[src/rtl/mul_pkg.sv]
// Shared constants and types for the sequential shift-add multiplier.
// Holds operand width, iteration count, op encodings and FSM states.
package mul_pkg;

  localparam int unsigned MUL_WIDTH = 32;
  localparam int unsigned MUL_ITERS = 32;
  localparam int unsigned MUL_CNT_W = 5;

  typedef enum logic [1:0] {
    OP_MUL   = 2'b00,
    OP_UMULL = 2'b01,
    OP_SMULL = 2'b10,
    OP_MUL3  = 2'b11   // behaves as OP_MUL
  } mul_op_e;

  typedef enum logic [1:0] {
    ST_IDLE = 2'b00,
    ST_RUN  = 2'b01,
    ST_DONE = 2'b10
  } mul_state_e;

  // Magnitude of a 32-bit two's-complement value; 0x80000000 maps to itself,
  // which is the correct unsigned magnitude.
  function automatic logic [MUL_WIDTH-1:0] abs_w(input logic [MUL_WIDTH-1:0] x);
    return x[MUL_WIDTH-1] ? MUL_WIDTH'(~x + MUL_WIDTH'(1)) : x;
  endfunction

endpackage

[src/rtl/mul_seq.sv]
// Sequential 32x32 multiplier, one shift-add step per cycle (32 steps).
// Ports:
//   clk       - clock, rising edge
//   reset     - synchronous active-high reset
//   Start     - begin a multiply (sampled only in IDLE)
//   MulOp     - 00 MUL, 01 UMULL, 10 SMULL, 11 MUL
//   SrcA/SrcB - multiplicand / multiplier, captured with Start
//   Busy      - high while in RUN or DONE
//   Done      - one-cycle pulse when results become valid
//   ResultLo/ResultHi - product words (ResultHi = 0 for MUL)
//   MulFlags  - {N,Z} of the result
module mul_seq
  import mul_pkg::*;
#(
  parameter int unsigned WIDTH = MUL_WIDTH
) (
  input  logic             clk,
  input  logic             reset,
  input  logic             Start,
  input  logic [1:0]       MulOp,
  input  logic [WIDTH-1:0] SrcA,
  input  logic [WIDTH-1:0] SrcB,
  output logic             Busy,
  output logic             Done,
  output logic [WIDTH-1:0] ResultLo,
  output logic [WIDTH-1:0] ResultHi,
  output logic [1:0]       MulFlags
);

  localparam int unsigned PW = 2 * WIDTH;

  mul_state_e           state_q, state_d;
  mul_op_e              op_q, op_d;
  logic [WIDTH-1:0]     mcand_q, mcand_d;
  logic [WIDTH-1:0]     mplier_q, mplier_d;
  logic                 sign_q, sign_d;
  logic [PW-1:0]        acc_q, acc_d;
  logic [MUL_CNT_W-1:0] cnt_q, cnt_d;
  logic [WIDTH-1:0]     lo_q, lo_d;
  logic [WIDTH-1:0]     hi_q, hi_d;
  logic [1:0]           flags_q, flags_d;
  logic                 busy_q, busy_d;
  logic                 done_q, done_d;

  logic [PW-1:0]        addend;
  logic [PW-1:0]        acc_next;
  logic [PW-1:0]        final_prod;

  // State and datapath registers
  always_ff @(posedge clk) begin
    if (reset) begin
      state_q  <= ST_IDLE;
      op_q     <= OP_MUL;
      mcand_q  <= '0;
      mplier_q <= '0;
      sign_q   <= 1'b0;
      acc_q    <= '0;
      cnt_q    <= '0;
      lo_q     <= '0;
      hi_q     <= '0;
      flags_q  <= '0;
      busy_q   <= 1'b0;
      done_q   <= 1'b0;
    end else begin
      state_q  <= state_d;
      op_q     <= op_d;
      mcand_q  <= mcand_d;
      mplier_q <= mplier_d;
      sign_q   <= sign_d;
      acc_q    <= acc_d;
      cnt_q    <= cnt_d;
      lo_q     <= lo_d;
      hi_q     <= hi_d;
      flags_q  <= flags_d;
      busy_q   <= busy_d;
      done_q   <= done_d;
    end
  end

  // Next-state, shift-add step and result formatting
  always_comb begin
    state_d  = state_q;
    op_d     = op_q;
    mcand_d  = mcand_q;
    mplier_d = mplier_q;
    sign_d   = sign_q;
    acc_d    = acc_q;
    cnt_d    = cnt_q;
    lo_d     = lo_q;
    hi_d     = hi_q;
    flags_d  = flags_q;

    // Add the multiplicand weighted by the current multiplier bit position.
    addend     = mplier_q[cnt_q] ? (PW'(mcand_q) << cnt_q) : '0;
    acc_next   = acc_q + addend;
    final_prod = sign_q ? PW'(~acc_next + PW'(1)) : acc_next;

    unique case (state_q)
      ST_IDLE: begin
        if (Start) begin
          state_d = ST_RUN;
          op_d    = mul_op_e'(MulOp);
          acc_d   = '0;
          cnt_d   = '0;
          if (mul_op_e'(MulOp) == OP_SMULL) begin
            mcand_d  = abs_w(SrcA);
            mplier_d = abs_w(SrcB);
            sign_d   = SrcA[WIDTH-1] ^ SrcB[WIDTH-1];
          end else begin
            mcand_d  = SrcA;
            mplier_d = SrcB;
            sign_d   = 1'b0;
          end
        end
      end

      ST_RUN: begin
        acc_d = acc_next;
        cnt_d = cnt_q + MUL_CNT_W'(1);
        if (cnt_q == MUL_CNT_W'(MUL_ITERS - 1)) begin
          state_d = ST_DONE;
          if (op_q == OP_UMULL || op_q == OP_SMULL) begin
            lo_d    = final_prod[WIDTH-1:0];
            hi_d    = final_prod[PW-1:WIDTH];
            flags_d = {final_prod[PW-1], final_prod == '0};
          end else begin
            lo_d    = final_prod[WIDTH-1:0];
            hi_d    = '0;
            flags_d = {final_prod[WIDTH-1], final_prod[WIDTH-1:0] == '0};
          end
        end
      end

      ST_DONE: state_d = ST_IDLE;

      default: state_d = ST_IDLE;
    endcase

    busy_d = (state_d != ST_IDLE);
    done_d = (state_d == ST_DONE);
  end

  assign Busy     = busy_q;
  assign Done     = done_q;
  assign ResultLo = lo_q;
  assign ResultHi = hi_q;
  assign MulFlags = flags_q;

endmodule

[config.mk]
export PLATFORM = sky130hd
export DESIGN_NAME = mul_seq
export DESIGN_NICKNAME = d
export VERILOG_FILES = /design/src/rtl/mul_pkg.sv /design/src/rtl/mul_seq.sv
export SDC_FILE = /design/constraint.sdc
export NUM_CORES = 1
export LEC_CHECK = 0
export ABC_AREA = 1
export CAP_MARGIN = 20
export CORE_ASPECT_RATIO = 1.5
export CORE_MARGIN = 3
export CORE_UTILIZATION = 29
export CTS_CLUSTER_DIAMETER = 100
export DETAILED_ROUTE_END_ITERATION = 10
export GPL_TIMING_DRIVEN = 0
export PLACE_DENSITY = 0.48
export SETUP_SLACK_MARGIN = 0.5
export SLEW_MARGIN = 20
export SYNTH_ARGS = -nofsm -noshare
export SYNTH_HDL_FRONTEND = slang
export SYNTH_SLANG_ARGS = --single-unit
[constraint.sdc]
create_clock -name clk -period 8.6 [get_ports clk]
set_input_delay 1.72 -clock clk [delete_from_list [all_inputs] [get_ports clk]]
set_output_delay 1.72 -clock clk [all_outputs]
set_load 0.02 [all_outputs]
==> impl_metrics.csv, run 1 <==
group,metric,value,unit
critical_path,cpMostUsedCell,"nand2_1",
detailed_routing,drcViolationCount,0,
critical_path,worst_setup_path_start_kind,"flop",
placed_design,gp_congestion,0.990,
clock_network,cts_tree,"built",
synthesis,ys_ff_latch,206,
job,maxCapViolations,0,
min_path,hold_path.class,"reg2reg",
synthesis,synthXorXnorAreaFrac,3.38,%
timing,fmax,134,MHz
timing,rsz0062_at_grt,"no",
synthesis,synth_area,20000,um^2
critical_path,critical-path-top-delay-family,"simple AND/OR/NAND/NOR gates",
floorplanning,dieHeight,327,um
synthesis,synth-compound-area-share,13.8,%
synthesis,yosys_warnings,0,
pwr,pwr_density_cell,131,nW/um^2
critical_path,worstReg2RegStart,"cnt_q[0]$_SDFFE_PP0P_",
finish,drive_gt1_share,4.22,%
synthesis,yosysUniqueCellTypes,44,
finish,final_cell_area,23400,um^2
synthesis,synth.top_cell.area_share,25.2,%
timing,hold_viol_final,0,
synthesis,syn_area_per_cell,5.43,um^2
detailed_routing,first_iter_violations,1428,
pwr,leakagePower,0.0117,uW
pwr,peakVddDrop,0.130,mV
placed_design,place_inst,4705,
timing,slew_headroom,21.8,%
finish,fin_cells,4756,
clock_network,cts_inserted_buffers,27,
detailed_routing,wl,96.6,mm
clock_network,cts_resized,0,
timing,setup_viol,0,
timing,finalMaxSlewViolations,0,
floorplanning,boundaryPins,137,
finish,seq_area,4120,um^2
synthesis,synth-simple-area-share,44.1,%
floorplanning,core_area,68100,um^2
clock_network,clkSinkCount,206,
floorplanning,die_w,220,um
floorplanning,die_area,72100,um^2
detailed_routing,avgViaCountPerCell,4.90,
critical_path,arrival,8.01,ns
clock_network,cts-root-buf,"clkbuf_16",
critical_path,cp.buffers_inverters,6,
detailed_routing,drt_pass1_iterations,6,
timing,period_minus_slack,7.47,ns
synthesis,yosysTopAreaCell,"nand2_1",
timing,fin_setup_tns,0,ns
clock_network,post_cts_buffers,0,
timing,worst_pin_slew,1.17,ns
clock_network,cts.htree.levels,1,
synthesis,synth-adder-area-share,4.36,%
critical_path,max_stage_delay,0.64,ns
synthesis,async_flop_share,0,%
global_routing,grt_pass1_wl,141,mm
global_routing,grt_use_total,26.2,%
floorplanning,row_count,117,
critical_path,path_class,"reg2reg",
synthesis,yosys-top-cells-area,"nand2_1 25%, dfxtp_1 21%, inv_1 10%",
global_routing,grt_pass1_vias,22800,
finish,layout_commonest_cell,"nand2_1",
synthesis,synth_top_family_by_area,"simple AND/OR/NAND/NOR gates",
global_routing,grt_start_max_net_pins,15,
finish,area_delta_synth_final,17.0,%
detailed_routing,wl_per_cell,20.3,um
pwr,design_power_total,3050,uW
global_routing,grt.overflow.total,0,
outcome,status,"finished, final reports clean",
critical_path,slowest_stage,"o21ai_0",
finish,fillers,8001,
placed_design,numPortBuffers,135,
floorplanning,start_util,29.3,%
synthesis,synth_edf_count,0,
timing,finClkSkew,0.0274,ns
global_routing,antenna_found_initial,3,
clock_network,cts_buffer_depth,3,
finish,layout.nets,3980,
timing,timing.final.crit_share,86.9,%
finish,multi_input_area,13300,um^2
finish,mostFrequentLayoutCells,"1339 x nand2_1, 539 x inv_1, 343 x nor2_1",
min_path,hold_path.startpoint,"ResultHi[5]$_SDFFE_PP0P_",
clock_network,clk_pin_slew,0.07,ns
placed_design,place_hpwl,83.0,mm
critical_path,critPathLaunch,"cnt_q[0]$_SDFFE_PP0P_",
placed_design,place_area,22400,um^2
synthesis,synth_fp_nets,3816,
critical_path,cp_data_required_time,9.14,ns
synthesis,ys_seq_area_share,20.6,%
synthesis,yosys_most_used_dff,"dfxtp_1",
critical_path,path_max_fanout,10,
synthesis,muxShareOfSynthArea,0.902,%
detailed_routing,drtAntennaViolNets,0,
finish,final_core_util,34.3,%
detailed_routing,routed-via-count,23300,
clock_network,ctsHoldBuffers,0,
synthesis,syn_inst,3678,
critical_path,end_kind,"flop",
clock_network,insertion_delay,0.61,ns
state kept, by name, indices dropped and copies added (netlist names):
signal	cells
Busy	1
cnt_q	5
mcand_q	32
acc_q	64
ResultLo	32
Done	1
sign_q	1
state_q	2
ResultHi	32
MulFlags	2
op_q	2
mplier_q	32
tightest hold or removal path, delay by kind of cell (launching register included):
kind | cells | cell delay, ns
flip-flops | 1 | 0.31
AND/OR/NAND/NOR | 1 | 0.06
AO/OA/AOI/OAI | 1 | 0.05
where the power goes:
group	leakage (uW)	internal [uW]	switching (uW)	total, uW
registers	0.00168	988	23.5	1010
clock network	0.000443	684	515	1200
logic	0.00954	247	594	841
routing by layer:
layer	part of all wire, %	global-route usage [%]
met5	0.041	0
met4	9.1	19.3
met3	3.5	2.62
met2	51	49.0
met1	36	26.5
cell type report:
type,count,share of cell area (%)
well taps,892,4.78
multi-input cells,2788,56.9
repair buffers,135,5.78
inverters,563,9.04
flip-flops and latches,206,17.6
clock buffers,35,3.23
diodes,1,0.0107
plain buffers,121,1.95
clock inverters,15,0.691
stage by stage:
stage | worst slack, ns | hold WS (ns)
finish | 1.13 | 0.467
global route | 0.673 | 0.485
CTS | 1.21 | 0.470
detailed placement | 1.22 | 0.460
global placement | 1.17 | 0.453
floorplan | 4.06 | 0.442
Yosys cell counts (all sizes together) (2+ instances only):
master	instances
nand2	1375
o31ai	2
nor3b	6
nor4	10
nand3b	11
xnor2	18
o211ai	32
clkinv	9
a221oi	2
mux2i	18
nand4	39
and2	2
or2	14
o221ai	21
o21ai	232
nand3	219
inv	554
clkbuf	107
o21bai	2
o22ai	3
a21oi	209
ha	68
buf	14
o41ai	2
dfxtp	206
nor3	56
xor2	59
nor2	378
a31oi	4
cell families after synthesis:
family          Yosys count
buf+inv                 684
fa+ha+maj                69
mux                      18
xor+xnor                 77
simple gates           2113
compound gates          511
flops                   206
path summary, 6_finish.rpt:
check | end | slack [ns] | cells after the start
worst max-delay path | MulFlags[0]$_SDFFE_PP0P_ | 1.13 | 38
worst min-delay path | ResultHi[5]$_SDFFE_PP0P_ | 0.47 | 2
worst max register to register | MulFlags[0]$_SDFFE_PP0P_ | 1.13 | 38
worst min register to register | ResultHi[5]$_SDFFE_PP0P_ | 0.47 | 2
(Power assumes the default switching activity.)
==> run 2: changes to the inputs <==
--- a/config.mk
+++ b/config.mk
@@ -8,7 +8,7 @@
 export ABC_AREA = 1
 export CAP_MARGIN = 20
 export CORE_ASPECT_RATIO = 1.5
-export CORE_MARGIN = 3
+export CORE_MARGIN = 5
 export CORE_UTILIZATION = 29
 export CTS_CLUSTER_DIAMETER = 100
 export DETAILED_ROUTE_END_ITERATION = 10
==> impl_metrics.csv, run 2 (same netlist as run 1, synthesis figures left out) <==
group,metric,value,unit
global_routing,antenna_found_initial,3,
timing,finClkSkew,0.0131,ns
floorplanning,die_area,74300,um^2
clock_network,cts-root-buf,"clkbuf_16",
placed_design,dpl_worst_slack,1.23,ns
timing,setup_viol,0,
global_routing,busiest_layer,"met2",
finish,mostFrequentLayoutCells,"1339 x nand2_1, 539 x inv_1, 343 x nor2_1",
critical_path,worstReg2RegEnd,"MulFlags[0]$_SDFFE_PP0P_",
global_routing,use_met1,24.8,%
critical_path,worst_setup_path_start_kind,"flop",
timing,slew_headroom,26.2,%
job,maxCapViolations,0,
critical_path,reg2reg_depth,34,
critical_path,max_stage_delay,0.58,ns
pwr,pwr_density_cell,129,nW/um^2
critical_path,path_max_fanout,10,
clock_network,clk_pin_slew,0.07,ns
timing,hold_viol_final,0,
min_path,hold_path.class,"reg2reg",
detailed_routing,avgViaCountPerCell,4.91,
detailed_routing,drcViolationCount,0,
global_routing,grt_pass1_vias,23400,
clock_network,cts_tree,"built",
finish,area_delta_synth_final,16.8,%
placed_design,numPortBuffers,135,
detailed_routing,drtAntennaViolNets,0,
pwr,peakVddDrop,0.133,mV
floorplanning,row_count,118,
timing,worst_pin_slew,1.11,ns
clock_network,clkSinkCount,206,
floorplanning,core_area,68700,um^2
pwr,leakagePower,0.0116,uW
critical_path,arrival,7.98,ns
timing,period_minus_slack,7.46,ns
global_routing,grt_start_max_net_pins,14,
placed_design,place_hpwl,83.0,mm
min_path,hold_path.startpoint,"ResultHi[6]$_SDFFE_PP0P_",
finish,largest_reg_flops,64,
critical_path,slowest_stage,"o21ai_0",
critical_path,critical-path-top-delay-family,"simple AND/OR/NAND/NOR gates",
min_path,min_to,"ResultHi[6]$_SDFFE_PP0P_",
detailed_routing,routed-via-count,23400,
clock_network,ctsHoldBuffers,0,
outcome,status,"finished, final reports clean",
timing,rsz0062_at_grt,"no",
critical_path,reg2reg_slack,1.14,ns
clock_network,cts_inserted_buffers,26,
finish,layout.nets,3979,
floorplanning,boundaryPins,137,
critical_path,end_kind,"flop",
placed_design,gp_congestion,1.01,
clock_network,cts.htree.levels,1,
timing,timing.final.crit_share,86.7,%
critical_path,path_class,"reg2reg",
critical_path,worstReg2RegStart,"cnt_q[0]$_SDFFE_PP0P_",
floorplanning,die_w,224,um
timing,fmax,134,MHz
global_routing,grt_use_total,25.2,%
timing,finalMaxSlewViolations,0,
global_routing,grt.overflow.total,0,
floorplanning,start_util,29.1,%
global_routing,grt_pass1_wl,143,mm
critical_path,cp.buffers_inverters,4,
detailed_routing,drt_pass1_iterations,7,
clock_network,cts_resized,0,
detailed_routing,wl,97.1,mm
global_routing,grtUsageMet3,2.60,%
detailed_routing,first_iter_violations,1559,
timing,finalWorstSetupSlack,1.14,ns
floorplanning,dieHeight,331,um
clock_network,post_cts_buffers,0,
clock_network,insertion_delay,0.60,ns
clock_network,cts_buffer_depth,3,
timing,fin_setup_tns,0,ns
critical_path,cpMostUsedCell,"nand2_1",
finish,layout_commonest_cell,"nand2_1",
detailed_routing,wl_per_cell,20.4,um
min_path,hold_path_depth,2,
global_routing,grt_util_met2,47.9,%
critical_path,cp_data_required_time,9.13,ns
finish,top_register,"acc_q",
finish,drive_gt1_share,4.12,%
## run 2: routing by layer
metal / wire [um] / vias up
met4: 9050 / 4
met1: 34200 / 10600
met5: 27 / -
met2: 50300 / 617
li1: - / 11900
met3: 3550 / 282
## run 2: worst max-delay path by stage
stage / from / end / cells past startpoint
2_1_floorplan: cnt_q[0]$_SDFFE_PP0P_ / MulFlags[0]$_SDFFE_PP0P_ / 39
3_3_place_gp: cnt_q[0]$_SDFFE_PP0P_ / MulFlags[0]$_SDFFE_PP0P_ / 34
3_5_place_dp: cnt_q[0]$_SDFFE_PP0P_ / MulFlags[0]$_SDFFE_PP0P_ / 34
4_1_cts: cnt_q[0]$_SDFFE_PP0P_ / MulFlags[0]$_SDFFE_PP0P_ / 34
5_1_grt: cnt_q[0]$_SDFFE_PP0P_ / MulFlags[0]$_SDFFE_PP0P_ / 35
6_report: cnt_q[0]$_SDFFE_PP0P_ / MulFlags[0]$_SDFFE_PP0P_ / 34
## run 2: cell type report
type,count,area [um^2]
Fill cell,8067,45300
Multi-Input combinational cell,2788,13300
Sequential cell,206,4120
Inverter,563,2110
Timing Repair Buffer,135,1350
Tap cell,900,1130
Clock buffer,34,731
Buffer,121,455
Clock inverter,12,134
Antenna cell,2,5.00
## run 2: worst min-delay path, cell delays in order, from the launching register on
cell and delay, ns:
dfxtp_1 0.31, nand2_1 0.06, a21oi_1 0.05
## run 2: power by group
part | leakage [uW] | total, uW | switching, uW | internal [uW]
combinational | 0.00954 | 852 | 605 | 247
sequential | 0.00168 | 1010 | 22.8 | 988
clock | 0.000424 | 1150 | 495 | 657
## run 2: through the flow
stage                     total power [uW]  instance area (um^2)  util (%)  instances  hold WS, ns
after floorplan                       1560                 20000         -       3678        0.442
after global placement                1870                 22500      32.7       4713        0.454
after detailed placement              1870                 22500      32.7       4713        0.457
after CTS                             3030                 23300      34.0       4759        0.466
after global routing                  3150                 23300      34.0       4759        0.479
final                                 3010                 23300      34.0       4761        0.462
==> run 3: changes to the inputs <==
--- a/config.mk
+++ b/config.mk
@@ -12,7 +12,6 @@
 export CORE_UTILIZATION = 29
 export CTS_CLUSTER_DIAMETER = 100
 export DETAILED_ROUTE_END_ITERATION = 10
-export GPL_TIMING_DRIVEN = 0
 export PLACE_DENSITY = 0.48
 export SETUP_SLACK_MARGIN = 0.5
 export SLEW_MARGIN = 20
==> impl_metrics.csv, run 3 (same netlist as run 1, synthesis figures left out) <==
group,metric,value,unit
detailed_routing,drtAntennaViolNets,0,
timing,hold_viol_final,0,
outcome,status,"finished, final reports clean",
detailed_routing,first_iter_violations,1447,
timing,finalMaxSlewViolations,0,
placed_design,numPortBuffers,136,
finish,drive_gt1_share,5.17,%
timing,setup_viol,0,
finish,final_core_util,33.8,%
global_routing,grt_pass1_wl,134,mm
pwr,design_power_total,3020,uW
detailed_routing,wl_met2,44.7,mm
floorplanning,die_w,224,um
finish,mostFrequentLayoutCells,"1339 x nand2_1, 539 x inv_1, 340 x nor2_1",
timing,worst_pin_slew,1.08,ns
clock_network,cts_buffer_depth,3,
clock_network,cts.htree.levels,1,
placed_design,place_hpwl,75.4,mm
critical_path,max_stage_delay,0.84,ns
placed_design,gp_congestion,1.02,
detailed_routing,wl_met3,3.46,mm
floorplanning,core_area,68700,um^2
timing,fin_setup_tns,0,ns
critical_path,slowest_stage,"o21ai_0",
floorplanning,row_count,118,
critical_path,path_class,"reg2reg",
pwr,peakVddDrop,0.144,mV
critical_path,cp_data_required_time,9.12,ns
finish,fillers,7962,
floorplanning,die_area,74300,um^2
detailed_routing,top_layer_used,"met4",
clock_network,cts_resized,0,
timing,period_minus_slack,6.55,ns
detailed_routing,drcViolationCount,0,
global_routing,grt_start_max_net_pins,91,
timing,timing.final.crit_share,76.2,%
detailed_routing,wl,89.8,mm
global_routing,grt_use_total,23.3,%
floorplanning,boundaryPins,137,
finish,area_delta_synth_final,16.1,%
detailed_routing,routed-via-count,22700,
min_path,hold_path.class,"reg2reg",
critical_path,worst_setup_path_start_kind,"flop",
detailed_routing,drt_pass1_iterations,7,
timing,rsz0062_at_grt,"no",
global_routing,antenna_found_initial,1,
timing,fmax,153,MHz
detailed_routing,wl_per_cell,19.2,um
global_routing,grt_pass1_vias,22400,
detailed_routing,met1_length,33.0,mm
timing,slew_headroom,27.0,%
placed_design,place_inst,4623,
clock_network,post_cts_buffers,0,
clock_network,ctsHoldBuffers,0,
clock_network,cts-root-buf,"clkbuf_16",
floorplanning,start_util,29.1,%
clock_network,clk_pin_slew,0.06,ns
finish,layout_commonest_cell,"nand2_1",
clock_network,clkSinkCount,206,
finish,largest_reg_flops,64,
critical_path,end_kind,"flop",
critical_path,arrival,7.07,ns
finish,top_register,"acc_q",
critical_path,cpMostUsedCell,"nand2_1",
pwr,pwr_density_cell,130,nW/um^2
detailed_routing,avgViaCountPerCell,4.87,
critical_path,path_max_fanout,54,
clock_network,cts_tree,"built",
pwr,leakagePower,0.0117,uW
clock_network,insertion_delay,0.59,ns
global_routing,grt.overflow.total,0,
job,maxCapViolations,0,
finish,layout.nets,3889,
clock_network,cts_inserted_buffers,25,
floorplanning,dieHeight,331,um
timing,finClkSkew,0.0130,ns
finish,fin_cells,4670,
-- run 3: cell types whose count changed in the layout (fill, tap and decap cells not counted), moves of 2 or more --
cell	delta
clkinv_2	-4
dfxtp_1	-2
buf_4	+31
clkinv_4	+3
bufinv_16	+3
clkbuf_1	-106
buf_1	-14
dfxtp_2	+2
nor2_4	+3
nor2_1	-3
-- run 3: metal layers --
metal  GRT usage (%)  vias to the layer above
met5               0                        -
li1                -                    11700
met3            2.01                      232
met4            17.9                        0
met1            24.7                    10200
met2            42.3                      606
-- run 3: area by class of cell --
| class | instances | area [um^2] | area share, % |
|---|---|---|---|
| tap | 900 | 1130 | 4.85 |
| multi-input combinational | 2788 | 13300 | 57.4 |
| sequential | 206 | 4130 | 17.8 |
| clock buffer | 32 | 692 | 2.98 |
| timing repair buffer | 167 | 1600 | 6.91 |
| antenna | 1 | 2.50 | 0.0108 |
| inverter | 563 | 2110 | 9.11 |
| clock inverter | 13 | 226 | 0.976 |
-- run 3: worst paths after layout --
| path | slack [ns] | from | to | cells after the start |
|---|---|---|---|---|
| hold reg to reg | 0.46 | ResultHi[2]$_SDFFE_PP0P_ | ResultHi[2]$_SDFFE_PP0P_ | 2 |
| setup reg to reg | 2.05 | cnt_q[0]$_SDFFE_PP0P_ | MulFlags[0]$_SDFFE_PP0P_ | 32 |
| setup / recovery | 2.05 | cnt_q[0]$_SDFFE_PP0P_ | MulFlags[0]$_SDFFE_PP0P_ | 32 |
| hold / removal | 0.46 | ResultHi[2]$_SDFFE_PP0P_ | ResultHi[2]$_SDFFE_PP0P_ | 2 |
-- run 3: critical path, delay by kind of cell, from the launching register on --
family | cells | cell delay [ns]
and+or+nand+nor | 24 | 3.49
AOI/OAI and AO/OA | 4 | 1.46
buffers and inverters | 2 | 0.49
adders and majority gates | 1 | 0.39
DFF | 1 | 0.33
muxes | 1 | 0.29
-- run 3: through the flow --
step / cell area, um^2 / hold WS (ns) / setup WS [ns]
after floorplan: 20000 / 0.442 / 4.06
after global placement: 22300 / 0.452 / 2.17
after detailed placement: 22300 / 0.455 / 2.27
after CTS: 23200 / 0.464 / 2.25
after global routing: 23200 / 0.481 / 1.73
final: 23200 / 0.462 / 2.05
-- run 3: power breakdown --
group | internal [uW] | switching [uW] | total, uW | leakage, uW
Sequential | 988 | 23.5 | 1010 | 0.00168
Clock | 724 | 489 | 1210 | 0.000446
Combinational | 246 | 552 | 798 | 0.00956
Total | 1960 | 1060 | 3020 | 0.0117
